**config.mk**
```make
export PLATFORM = sky130hd
export DESIGN_NAME = afifo_wr_ingress
export DESIGN_NICKNAME = d
export VERILOG_FILES = /design/src/rtl/afifo_wr_ingress.sv
export SDC_FILE = /design/constraint.sdc
export NUM_CORES = 1
export LEC_CHECK = 0
export BUFFER_PORTS_ARGS = -buffer_cell sky130_fd_sc_hd__buf_2
export CORE_AREA = 2 2 58 71
export CTS_CLUSTER_DIAMETER = 100
export DETAILED_ROUTE_END_ITERATION = 16
export DIE_AREA = 0 0 60 73
export GPL_ROUTABILITY_DRIVEN = 1
export GPL_TIMING_DRIVEN = 0
export PLACE_DENSITY_LB_ADDON = 0.2
export SETUP_SLACK_MARGIN = 0.1
export SKIP_CTS_REPAIR_TIMING = 1
export SLEW_MARGIN = 20
export SYNTH_ARGS = -nofsm -noshare
export SYNTH_HDL_FRONTEND = slang
export SYNTH_SLANG_ARGS = --single-unit
```
**constraint.sdc**
```tcl
create_clock -name wclk -period 7 [get_ports wclk]
set_input_delay 0.35 -clock wclk [delete_from_list [all_inputs] [get_ports wclk]]
set_output_delay 0.35 -clock wclk [all_outputs]
set_load 0.01 [all_outputs]
```
**src/rtl/afifo_wr_ingress.sv**
```systemverilog
// rtl/afifo_wr_ingress.sv - write-side ingress of an async FIFO: skid buffer plus level tracking
//
// Purpose:
//    Accepts an upstream valid/ready beat stream into a 2-entry in-order skid
//    buffer and presents the oldest entry to the write-pointer stage / RAM
//    whenever the FIFO is not full. It also keeps a local binary write count
//    and derives a registered, pessimistic fill level and almost_full flag
//    from the synchronized Gray read pointer.
//
// Ports:
//    wclk          in   write-domain clock
//    wrst_n        in   asynchronous active-low reset
//    s_valid       in   upstream beat valid
//    s_data        in   upstream beat payload
//    s_ready       out  ingress can accept a beat (register-decoded)
//    full          in   registered full flag from the write-pointer stage
//    wg2_rptr      in   Gray read pointer synchronized into wclk
//    w_en          out  write request to the write-pointer stage and RAM
//    w_data        out  RAM write data, valid when w_en=1
//    wlevel        out  registered fill level, write-domain view
//    almost_full   out  registered flag, wlevel >= AFULL_THRESH

module afifo_wr_ingress #(
   parameter int ADDR_WIDTH   = 4,
   parameter int DATA_WIDTH   = 8,
   parameter int AFULL_THRESH = 12
) (
   input  logic                  wclk,
   input  logic                  wrst_n,
   input  logic                  s_valid,
   input  logic [DATA_WIDTH-1:0] s_data,
   output logic                  s_ready,
   input  logic                  full,
   input  logic [ADDR_WIDTH:0]   wg2_rptr,
   output logic                  w_en,
   output logic [DATA_WIDTH-1:0] w_data,
   output logic [ADDR_WIDTH:0]   wlevel,
   output logic                  almost_full
);

   localparam logic [ADDR_WIDTH:0] DEPTH  = {1'b1, {ADDR_WIDTH{1'b0}}};
   localparam logic [ADDR_WIDTH:0] THRESH = (ADDR_WIDTH+1)'(AFULL_THRESH);

   // buf0 is always the head (oldest) entry, buf1 the one behind it
   logic [DATA_WIDTH-1:0] buf0_q, buf0_d;
   logic [DATA_WIDTH-1:0] buf1_q, buf1_d;
   logic [1:0]            occ_q, occ_d;
   logic [ADDR_WIDTH:0]   wcnt_q, wcnt_d;
   logic [ADDR_WIDTH:0]   wlevel_q, wlevel_d;
   logic                  afull_q, afull_d;

   logic                  accept;
   logic [ADDR_WIDTH:0]   rbin;
   logic [ADDR_WIDTH:0]   diff;

   // Handshake outputs come straight from registered state; w_en only adds
   // the registered full flag, so there is no path from s_valid to s_ready.
   assign s_ready     = (occ_q != 2'd2);
   assign w_en        = (occ_q != 2'd0) && !full;
   assign w_data      = buf0_q;
   assign wlevel      = wlevel_q;
   assign almost_full = afull_q;

   assign accept = s_valid && s_ready;

   always_comb begin
      buf0_d = buf0_q;
      buf1_d = buf1_q;
      occ_d  = occ_q;
      case ({accept, w_en})
         2'b01: begin
            buf0_d = buf1_q;
            occ_d  = occ_q - 2'd1;
         end
         2'b10: begin
            if (occ_q == 2'd0) begin
               buf0_d = s_data;
            end else begin
               buf1_d = s_data;
            end
            occ_d = occ_q + 2'd1;
         end
         2'b11: begin
            // Accept needs occ!=2 and retire needs occ!=0, so occ==1 here:
            // the single head leaves and the new beat becomes the head.
            buf0_d = s_data;
         end
         default: begin
         end
      endcase
   end

   always_comb begin
      rbin = '0;
      for (int i = 0; i <= ADDR_WIDTH; i++) begin
         rbin[i] = ^(wg2_rptr >> i);
      end
      wcnt_d = wcnt_q + {{ADDR_WIDTH{1'b0}}, w_en};
      // Modular subtraction handles pointer wrap; the read pointer can only
      // lag, so the level errs high. Anything past DEPTH is clamped.
      diff     = wcnt_d - rbin;
      wlevel_d = (diff > DEPTH) ? DEPTH : diff;
      afull_d  = (wlevel_d >= THRESH);
   end

   always_ff @(posedge wclk or negedge wrst_n) begin
      if (!wrst_n) begin
         buf0_q   <= '0;
         buf1_q   <= '0;
         occ_q    <= 2'd0;
         wcnt_q   <= '0;
         wlevel_q <= '0;
         afull_q  <= 1'b0;
      end else begin
         buf0_q   <= buf0_d;
         buf1_q   <= buf1_d;
         occ_q    <= occ_d;
         wcnt_q   <= wcnt_d;
         wlevel_q <= wlevel_d;
         afull_q  <= afull_d;
      end
   end

endmodule

```
# Word-level counts from Yosys, hierarchy flattened
# Index checks and enable logic that the tools add are counted.
totals:
  reg_bits: 29
  latch_bits: 0
  ram_bits: 0
  rom_bits: 0
  word_cells: 36
  n_memories: 0
classes:
  addsub: 4
  n_mul: 0
  div: 0
  order_cmp: 2
  eq_ne: 5
  shifts: 0
  mux: 4
  bitwise_logic: 1
  reduce_logical: 14
ops:
  columns: ["op", "n"]
  rows:
  - ["$reduce_xor A5 Y1", 5]
  - ["$pmux W8 S3", 1]
  - ["$mux W8", 1]
  - ["$add A5 B1 Y5", 1]
  - ["$ge A5 B4 Y1 const B", 1]
  - ["$gt A5 B5 Y1 const B", 1]
  - ["$mux W5", 1]
  - ["$sub A5 B5 Y5", 1]
  - ["$eq A2 B2 Y1 const B", 2]
  - ["$ne A2 B2 Y1 const B", 2]
  - ["$pmux W2 S2", 1]
  - ["$reduce_and A2 Y1", 2]
  - ["$reduce_bool A2 Y1", 2]
  - ["$reduce_bool A3 Y1", 1]
  - ["$add A2 B1 Y2 const B", 1]
  - ["$eq A2 B1 Y1 const B", 1]
  - ["$logic_and A1 B1 Y1", 2]
  - ["$logic_not A2 Y1", 1]
  - ["$sub A2 B1 Y2 const B", 1]
  - ["$logic_not A1 Y1", 1]
  - ["$not A1 Y1", 1]

# Depth between registers and ports, before layout
# Gate-level depths: netlist (run 1).
logic_depth:
  ltp_word: 7
  depth_mapped: 11
  mapped_depth_nobuf: 11

# Worst setup path after synthesis (run 1)
# No wires, ideal clock.
synth_timing:
  kind: "input-to-reg"
  startpoint: "in wg2_rptr[4]"
  endpoint: "reg afull_q (netlist: almost_full)"
  arrival_time_ps: 2573
  t_required_ps: 6874
  setup_slack_ps: 4300
  path_stages: 11
  path_cell_list: "xnor2_2 -> xor2_2 -> xor2_1 -> xnor2_1 -> ha_1 -> inv_1 -> fa_1 -> a21o_1 -> a21oi_1 -> xnor2_2 -> a311o_1"
synth_between:
  elab_chain_cells: 5
  word_cells_on_any_way: 9
  cone_classes: "1 x add/sub; 2 x order compare; 1 x mux; 5 x reduce/logical"
synth_rtl:
  columns: ["item", "line", "source"]
  rows:
  - ["start: declaration", "34", "input logic [ADDR_WIDTH:0] wg2_rptr,"]
  - ["$reduce_xor A5 Y1", "96", "rbin[i] = ^(wg2_rptr >> i);"]
  - ["$sub A5 B5 Y5 *", "101", "diff = wcnt_d - rbin;"]
  - ["$gt A5 B5 Y1", "102", "wlevel_d = (diff > DEPTH) ? DEPTH : diff;"]
  - ["$mux W5 *", "102", null]
  - ["net wlevel_d[4]", "49", "logic [ADDR_WIDTH:0] wlevel_q, wlevel_d;"]
  - ["$ge A5 B4 Y1 *", "103", "afull_d = (wlevel_d >= THRESH);"]
  - ["net afull_d", "50", "logic afull_q, afull_d;"]
  - ["end signal: assignment", "120", "afull_q <= afull_d;"]
  - ["end: declaration", "50", null]
# The timed path passes the listed nets; every way through them passes the cells marked *.
# A chain may end at the register's enable or synchronous reset.

# Worst setup path after layout (run 1)
layout_timing:
  startpoint: "reg occ_q[0]"
  endpoint: "reg afull_q (netlist: almost_full)"
layout_between:
  elab_chain_cells: 7
layout_rtl:
  columns: ["item", "line", "source"]
  rows:
  - ["start: declaration", "47", "logic [1:0] occ_q, occ_d;"]
  - ["start signal: assignment", "110", "occ_q <= 2'd0;"]
  - ["start signal: assignment", "117", "occ_q <= occ_d;"]
  - ["$reduce_bool A2 Y1 *", "59", "assign w_en = (occ_q != 2'd0) && !full;"]
  - ["$logic_and A1 B1 Y1 *", "59", null]
  - ["$add A5 B1 Y5 *", "98", "wcnt_d = wcnt_q + {{ADDR_WIDTH{1'b0}}, w_en};"]
  - ["net wcnt_d[1]", "48", "logic [ADDR_WIDTH:0] wcnt_q, wcnt_d;"]
  - ["$sub A5 B5 Y5 *", "101", null]
  - ["$gt A5 B5 Y1", "102", null]
  - ["$mux W5 *", "102", null]
  - ["net wlevel_d[4]", "49", null]
  - ["$ge A5 B4 Y1 *", "103", null]
  - ["net afull_d", "50", null]
# Marked as above.

==> results of run 1 <==
==> metrics by stage <==
step                      hold slack, ns  cells
after floorplan                  0.05441    115
after global placement            0.3954    201
after detailed placement          0.4098    201
after CTS                         0.1043    208
after global routing              0.1379    208
final                            0.08308    208
==> critical path: stages, from the launching register on <==
cell,delay [ns]
dfrtp_1,0.43
nor2_1,0.10
nor2_1,0.27
ha_1,0.25
ha_1,0.29
fa_1,0.49
a21o_1,0.20
a21oi_1,0.22
xnor2_2,0.16
a311o_1,0.29
==> sequential cells by signal (all words and copies together) (netlist names) <==
| signal | count |
|---|---|
| buf1_q | 8 |
| w_data | 8 |
| wcnt_q | 5 |
| wlevel | 5 |
| occ_q | 2 |
| almost_full | 1 |
==> where the power goes <==
group          leakage, nW  switching [W]  internal (W)
logic                0.463       0.000226      0.000221
clock network       0.0443      0.0000576     0.0000777
registers            0.341      0.0000445      0.000257
total                0.848       0.000328      0.000556
==> cells in the final DEF (no fill, tap or decap), drive strengths merged, types with 2 or more instances in the layout <==
master | synthesis | layout
buf | 1 | 33
dfrtp | 29 | 29
nor2 | 16 | 16
xnor2 | 11 | 11
a21oi | 10 | 10
mux2i | 9 | 9
mux2 | 8 | 8
ha | 8 | 8
clkbuf | 0 | 7
inv | 5 | 5
xor2 | 4 | 4
nand3 | 2 | 2
nand2b | 2 | 2
and2 | 2 | 2
==> cell type report <==
| cell class | instances | area share |
|---|---|---|
| Buffer | 1 | 0.004320 |
| Clock buffer | 7 | 0.04968 |
| Inverter | 5 | 0.01080 |
| Multi-Input combinational cell | 80 | 0.3866 |
| Sequential cell | 29 | 0.4176 |
| Tap cell | 54 | 0.03888 |
| Timing Repair Buffer | 32 | 0.09215 |
==> metal layers <==
layer	track usage	share of wire
met1	0.1266	0.38
met2	0.2403	0.52
met3	0.04433	0.059
met4	0.1037	0.036
met5	0	0
==> how the worst min path moves through the flow <==
stage	startpoint	endpoint	slack [ns]	depth (start not counted)
2_1_floorplan	wrst_n	almost_full	0.05	0
3_3_place_gp	wrst_n	buf1_q[6]	0.40	1
3_5_place_dp	wrst_n	buf1_q[6]	0.41	1
4_1_cts	wrst_n	buf1_q[6]	0.10	1
5_1_grt	wrst_n	buf1_q[6]	0.14	1
6_report	wrst_n	buf1_q[6]	0.08	1
==> kinds of logic after synthesis <==
| kind of cell | share of synthesized area |
|---|---|
| AND/OR/NAND/NOR | 0.07908 |
| XOR/XNOR | 0.1257 |
| adder cells (fa/ha/maj) | 0.08436 |
| AO/OA/AOI/OAI | 0.05361 |
| buffers and inverters | 0.01846 |
| flip-flops | 0.5097 |
| multiplexers | 0.1292 |
==> results.toml, run 1 <==
[outcome]
status = "finished, final reports clean"

[route]
drt_wl_total_um = 2526
dr.first_iter.drc_count = 39
dr.pass1.iters = 4
wl_per_cell_um = 12.14
route.vias.total = 966
antenna_left = 0
avgViaCountPerCell = 4.644
drc = 0

[critical_path]
ff2ff_setup_slack_ns = 4.18
cp_data_required_time_ns = 7.16
arrival_ns = 2.99
worstSetupStartpointType = "flop"
cp-startpoint = "occ_q[0]"
rr_worst_depth = 9
cp-endpoint = "almost_full"
regToRegEndpoint = "almost_full"
critical_path_class = "flop to flop"
r2r_start = "occ_q[0]"
critPathCaptureType = "flop"
path_max_fanout = 6

[logic_synthesis]
synth_top_cells_by_area = "dfrtp_1 (51%), ha_1 (7.0%), mux2_2 (6.3%), mux2i_1 (5.6%), xnor2_1 (5.5%)"
synthFlopType = "dfrtp_1"
yosys-top-cells-count = "dfrtp_1 (29), nor2_1 (15), a21oi_1 (10), xnor2_1 (9)"
synth_cell_type_count = 25
syn_area_per_cell_um2 = 12.38
synth_top_area_frac = 0.5097
async_flop_share = 1.000
synth_nets = 141
syn_area_um2 = 1424
synth_top_cell_by_area = "dfrtp_1"
synth-seq-cells = 29
synth_seq_area_share = 0.5097
synth_enable_flop_cells = 0
synthCells = 115
ys_warn_count = 0
yosys.cell_count.top_type = "dfrtp_1"

[clocking]
cts_buffer_depth = 2
cts_made_buffers = 5
root_buffer = "clkbuf_8"
cts.sink_count = 29
h-tree-depth = 2
clock_latency_ns = 0.28
cts_tree = "done"
clk_pin_slew_ns = 0.06

[sta]
max_slew_margin = 0.5810
max_freq_mhz = 354.1
setup_tns_ns = 0
fin_crit_sh = 0.4034
rsz0062_at_grt = "false"
period_needed_ns = 2.824
tightest_slew_ns = 0.6286
worst_slack_ns = 4.176
clock-skew-final_ns = 0.003511
drv_slew = 0
finalSetupViolCount = 0
report.final.hold_viol_count = 0

[placement]
routabilityCongestion = 0.8003
port_buffers = 32
hpwl_um = 1911
dp_slack_ns = 3.890
dpl-instance-area_um2 = 1652

[global_route]
grt_first_pass_wirelength_um = 4195
antenna_found_initial = 0
grt_max_degree = 30
first_global_vias = 1004
grt_use_total = 0.1370
globalRouteOverflowTotal = 0

[floorplanning]
die_w_um = 60
rows = 25
io-pin-count = 33
dieHeight_um = 73
core_um2 = 3785
fp.dieArea_um2 = 4380
start_util = 0.3762

[final_layout]
fin_nets = 180
design_area_um2 = 1738
area_growth_pct = 22.06
fillers = 363
finish.utilization = 0.4592
multiInputGateArea_um2 = 671.9
drive_gt1_frac = 0.3506
antennaDiodeCount = 0
area.sequential_um2 = 725.7

[power_and_ir_drop]
ir_drop_v = 0.0002774
total_power_w = 0.0008838
power.density_nw_per_um2 = 508.5
leakage_nw = 0.8483

[flow_run]
drv_cap = 0

[worst_hold_path]
hold_class = "primary input to async pin"
(Power assumes the default switching activity.)
==> inputs of run 2 (changes only) <==
Settings changed: ABC_AREA set to 1, CORE_AREA 2 2 58 71 to 2 2 59 73, DIE_AREA 0 0 60 73 to 0 0 61 75.
Clock period 7 ns to 2.5 ns, I/O delays scaled along.
==> results.toml, run 2 <==
[outcome]
status = "finished, final reports clean"

[logic_synthesis]
synth_seq_area_share = 0.4845
synthFlopType = "dfrtp_1"
async_flop_share = 1.000
synth-seq-cells = 29
synth_cell_type_count = 26
synth_enable_flop_cells = 0
synth_top_cells_by_area = "dfrtp_1 (48%), ha_1 (6.7%), mux2_2 (6.0%), nand2_1 (5.0%), nand3_1 (4.7%)"
synthCells = 143
synth_top_area_frac = 0.4845
ys_warn_count = 0
yosys.cell_count.top_type = "dfrtp_1"
syn_area_per_cell_um2 = 10.47
synth_nets = 169
synth_top_cell_by_area = "dfrtp_1"
yosys-top-cells-count = "dfrtp_1 (29), nand2_1 (20), nand3_1 (14), nor2_1 (10)"
syn_area_um2 = 1498

[clocking]
root_buffer = "clkbuf_8"
clk_pin_slew_ns = 0.06
cts_made_buffers = 5
clock_latency_ns = 0.27
cts_buffer_depth = 2
cts_tree = "done"
h-tree-depth = 2
cts.sink_count = 29

[global_route]
grt_use_total = 0.1329
first_global_vias = 1021
globalRouteOverflowTotal = 0
grt_max_degree = 30
grt_first_pass_wirelength_um = 4340
antenna_found_initial = 0

[floorplanning]
rows = 25
dieHeight_um = 75
core_um2 = 3847
die_w_um = 61
start_util = 0.3893
io-pin-count = 33
fp.dieArea_um2 = 4575

[critical_path]
r2r_start = "occ_q[0]"
critical_path_class = "flop to flop"
cp-startpoint = "occ_q[0]"
rr_worst_depth = 14
cp_data_required_time_ns = 2.72
path_max_fanout = 4
worstSetupStartpointType = "flop"
arrival_ns = 2.48
critPathCaptureType = "flop"

[route]
dr.pass1.iters = 4
antenna_left = 0
drt_wl_total_um = 2795
route.vias.total = 1115
dr.first_iter.drc_count = 25
avgViaCountPerCell = 4.665
drc = 0
wl_per_cell_um = 11.69

[sta]
finalSetupViolCount = 0
clock-skew-final_ns = 0.002281
setup_tns_ns = 0
tightest_slew_ns = 0.6246
period_needed_ns = 2.260
report.final.hold_viol_count = 0
worst_slack_ns = 0.2400
drv_slew = 0
max_slew_margin = 0.5836
rsz0062_at_grt = "false"
fin_crit_sh = 0.9040
max_freq_mhz = 442.5

[final_layout]
drive_gt1_frac = 0.3838
layout.cells.most_common = "buf_2"
fillers = 368
final_cell_mix = "buf_2 (32), dfrtp_1 (27), nand2_1 (20), nand3_1 (13), nor2_1 (10)"
antennaDiodeCount = 0
fin_nets = 211
stdcell_count = 239
area_growth_pct = 26.57

[placement]
hpwl_um = 2125
placed_cells = 229
port_buffers = 32
dp_slack_ns = 0.05280
routabilityCongestion = 0.7595

[power_and_ir_drop]
power.density_nw_per_um2 = 1429
ir_drop_v = 0.0005620
leakage_nw = 0.8887

[worst_hold_path]
min_from = "s_data[2]"
hold_class = "primary input to flop"
min_path_cells = 2

[flow_run]
drv_cap = 0
==> run 2: through the flow <==
| step | hold slack (ns) | power [W] | utilization | instance area (um^2) |
|---|---|---|---|---|
| after CTS | -0.1233 | 0.002576 | 0.4709 | 1812 |
| after global placement | 0.1727 | 0.002138 | 0.4485 | 1725 |
| final | 0.09602 | 0.002710 | 0.4927 | 1896 |
| after detailed placement | 0.1822 | 0.002185 | 0.4485 | 1725 |
| after floorplan | -0.1706 | 0.001831 | - | 1498 |
| after global routing | 0.09769 | 0.002965 | 0.4927 | 1896 |
==> run 2: kinds of logic (layout without fill, tap and decap cells) <==
logic type               after synthesis  after routing  share of synthesized area
AND/OR/NAND/NOR                       52             52                     0.1679
multiplexers                           8              8                    0.06015
adder cells (fa/ha/maj)                9              9                    0.08020
flip-flops                            29             29                     0.4845
XOR/XNOR                              10             10                    0.06851
buffers and inverters                 12             54                    0.04093
AO/OA/AOI/OAI                         23             23                    0.09774
==> run 2: area by class of cell <==
class                           count  area (um^2)  share of cell area
Inverter                           10        37.54             0.01980
Clock buffer                        7        86.33             0.04554
Multi-Input combinational cell    102        767.0              0.4046
Buffer                              2        23.77             0.01254
Tap cell                           54        67.56             0.03564
Sequential cell                    29        728.2              0.3842
Timing Repair Buffer               35        185.2             0.09769
==> run 2: routing by layer <==
| metal | global-route usage | share of wire |
|---|---|---|
| met5 | 0 | 0 |
| met4 | 0.07971 | 0.026 |
| met3 | 0.03608 | 0.049 |
| met2 | 0.2521 | 0.55 |
| met1 | 0.1216 | 0.37 |
==> run 2: path summary, 6_finish.rpt <==
path	endpoint	slack [ns]
setup reg to reg	wlevel[2]	0.24
min in group asynchronous	w_data[3]	0.40
setup / recovery	wlevel[2]	0.24
max in group asynchronous	occ_q[0]	1.66
hold / removal	buf1_q[2]	0.1
hold reg to reg	wcnt_q[0]	0.50
==> run 2: critical path: stages (launching register included) <==
cell,delay [ns]
dfrtp_2,0.45
nor2_4,0.15
nor2_4,0.06
ha_1,0.28
inv_1,0.04
ha_1,0.18
inv_1,0.10
fa_2,0.43
inv_1,0.08
nand2_1,0.05
nor2_1,0.09
nand3_1,0.08
nand3_1,0.09
nand2_1,0.05
inv_1,0.06
==> run 2: power by group <==
| group | leakage (nW) | switching [W] | total (W) | internal [W] |
|---|---|---|---|---|
| combinational | 0.503 | 0.000804 | 0.00147 | 0.000666 |
| sequential | 0.341 | 0.000139 | 0.000862 | 0.000723 |
| clock | 0.0443 | 0.000160 | 0.000377 | 0.000218 |
==> inputs of run 3 (changes only) <==
Settings changed: CTS_BUF_LIST set to sky130_fd_sc_hd__clkbuf_16.
==> results.toml, run 3 (synthesized netlist as in run 2, its figures left out) <==
[route]
drt_wl_total_um = 2832
wl_per_cell_um = 11.80
drc = 0
dr.pass1.iters = 4
antenna_left = 0
dr.first_iter.drc_count = 26
avgViaCountPerCell = 4.667
route.vias.total = 1120

[power_and_ir_drop]
leakage_nw = 0.9177
clkPwrFrac = 0.186
pwr-share-seq = 0.299
swShare = 0.3913
ir_drop_v = 0.0005716
internal-power_w = 0.001753
comb_power_share = 0.514
power.density_nw_per_um2 = 1478
switchingPower_w = 0.001127
total_power_w = 0.002881

[final_layout]
antennaDiodeCount = 0
fin_nets = 212
layout.cells.most_common = "buf_2"
drive_gt1_frac = 0.3817
final_cell_mix = "buf_2 (32), dfrtp_1 (27), nand2_1 (20), nand3_1 (13)"
area_growth_pct = 30.16
fillers = 365

[placement]
routabilityCongestion = 0.7595
port_buffers = 32
hpwl_um = 2125

[sta]
finalSetupViolCount = 0
setup_tns_ns = 0
fin_crit_sh = 0.9046
max_slew_margin = 0.5773
report.final.hold_viol_count = 0
tightest_slew_ns = 0.6340
clock-skew-final_ns = 0.001706
max_freq_mhz = 442.2
drv_slew = 0
rsz0062_at_grt = "false"
period_needed_ns = 2.262

[worst_hold_path]
hold_class = "primary input to flop"

[clocking]
cts_tree = "done"
cts.sink_count = 29
cts_buffer_depth = 2
cts_made_buffers = 5
clock_latency_ns = 0.27
h-tree-depth = 2
root_buffer = "clkbuf_16"
clk_pin_slew_ns = 0.05

[floorplanning]
dieHeight_um = 75
fp.dieArea_um2 = 4575
die_w_um = 61
io-pin-count = 33
rows = 25
core_um2 = 3847
start_util = 0.3893

[global_route]
grt_use_total = 0.1378
globalRouteOverflowTotal = 0
grt_first_pass_wirelength_um = 4416
first_global_vias = 1039
antenna_found_initial = 0
grt_max_degree = 30

[critical_path]
arrival_ns = 2.47
path_max_fanout = 4
critical_path_class = "flop to flop"
worstSetupStartpointType = "flop"
cp_data_required_time_ns = 2.71
critPathCaptureType = "flop"

[outcome]
status = "finished, final reports clean"

[flow_run]
drv_cap = 0
-- run 3: cell count changes in the layout (fill, tap and decap cells not counted), sizes merged --
cell | previous run | this run
clkbuf | 8 | 6
buf | 35 | 36
clkinv | 0 | 1
inv | 10 | 11
-- run 3: path summary, 6_finish.rpt --
check | start | to | slack (ns) | depth (start not counted)
max | occ_q[0] | wlevel[2] | 0.24 | 14
min in group asynchronous | wrst_n | w_data[3] | 0.41 | 2
max reg2reg | occ_q[0] | wlevel[2] | 0.24 | 14
min reg2reg | buf1_q[7] | buf1_q[7] | 0.50 | 1
max in group asynchronous | wrst_n | occ_q[0] | 1.64 | 2
min | s_data[7] | buf1_q[7] | 0.10 | 2
-- run 3: metrics by stage --
stage	util	instance area [um^2]	hold WS [ns]	cells	worst slack (ns)
after floorplan	-	1498	-0.1706	143	0.2644
after global placement	0.4485	1725	0.1727	229	0.1395
after detailed placement	0.4485	1725	0.1822	229	0.05280
after CTS	0.4829	1858	-0.1099	236	0.02839
after global routing	0.5067	1949	0.1045	240	0.09783
final	0.5067	1949	0.1006	240	0.2384
-- run 3: area by class of cell --
class / instances / area (um^2) / share of cell area
Clock buffer: 5 / 125.1 / 0.06418
Buffer: 2 / 23.77 / 0.01220
Sequential cell: 29 / 728.2 / 0.3736
Tap cell: 54 / 67.56 / 0.03466
Inverter: 10 / 37.54 / 0.01926
Timing Repair Buffer: 36 / 192.7 / 0.09884
Multi-Input combinational cell: 102 / 767.0 / 0.3935
Clock inverter: 2 / 7.507 / 0.003851
-- run 3: routing by layer --
layer / track usage / vias up / wire length (um)
li1: - / 569 / -
met1: 0.1225 / 520 / 1031
met2: 0.2569 / 25 / 1581
met3: 0.04124 / 6 / 135
met4: 0.09420 / 0 / 84
met5: 0 / - / 0
-- run 3: critical path, stage by stage (launching register included) --
cell     delay (ns)
dfrtp_2        0.44
nor2_4         0.15
nor2_4         0.06
ha_1           0.29
inv_1          0.04
ha_1           0.18
inv_1          0.10
fa_2           0.43
inv_1          0.08
nand2_1        0.05
nor2_1         0.09
nand3_1        0.08
nand3_1        0.09
nand2_1        0.05
inv_1          0.06
-- run 3: power by group through the flow --
stage | clock, W | combinational [W] | sequential, W
finish | 0.000537 | 0.00148 | 0.000862
global route | 0.000573 | 0.00168 | 0.000896
CTS | 0.000550 | 0.00134 | 0.000848
detailed placement | 0 | 0.00133 | 0.000854
global placement | 0 | 0.00129 | 0.000844
floorplan | 0 | 0.000935 | 0.000896
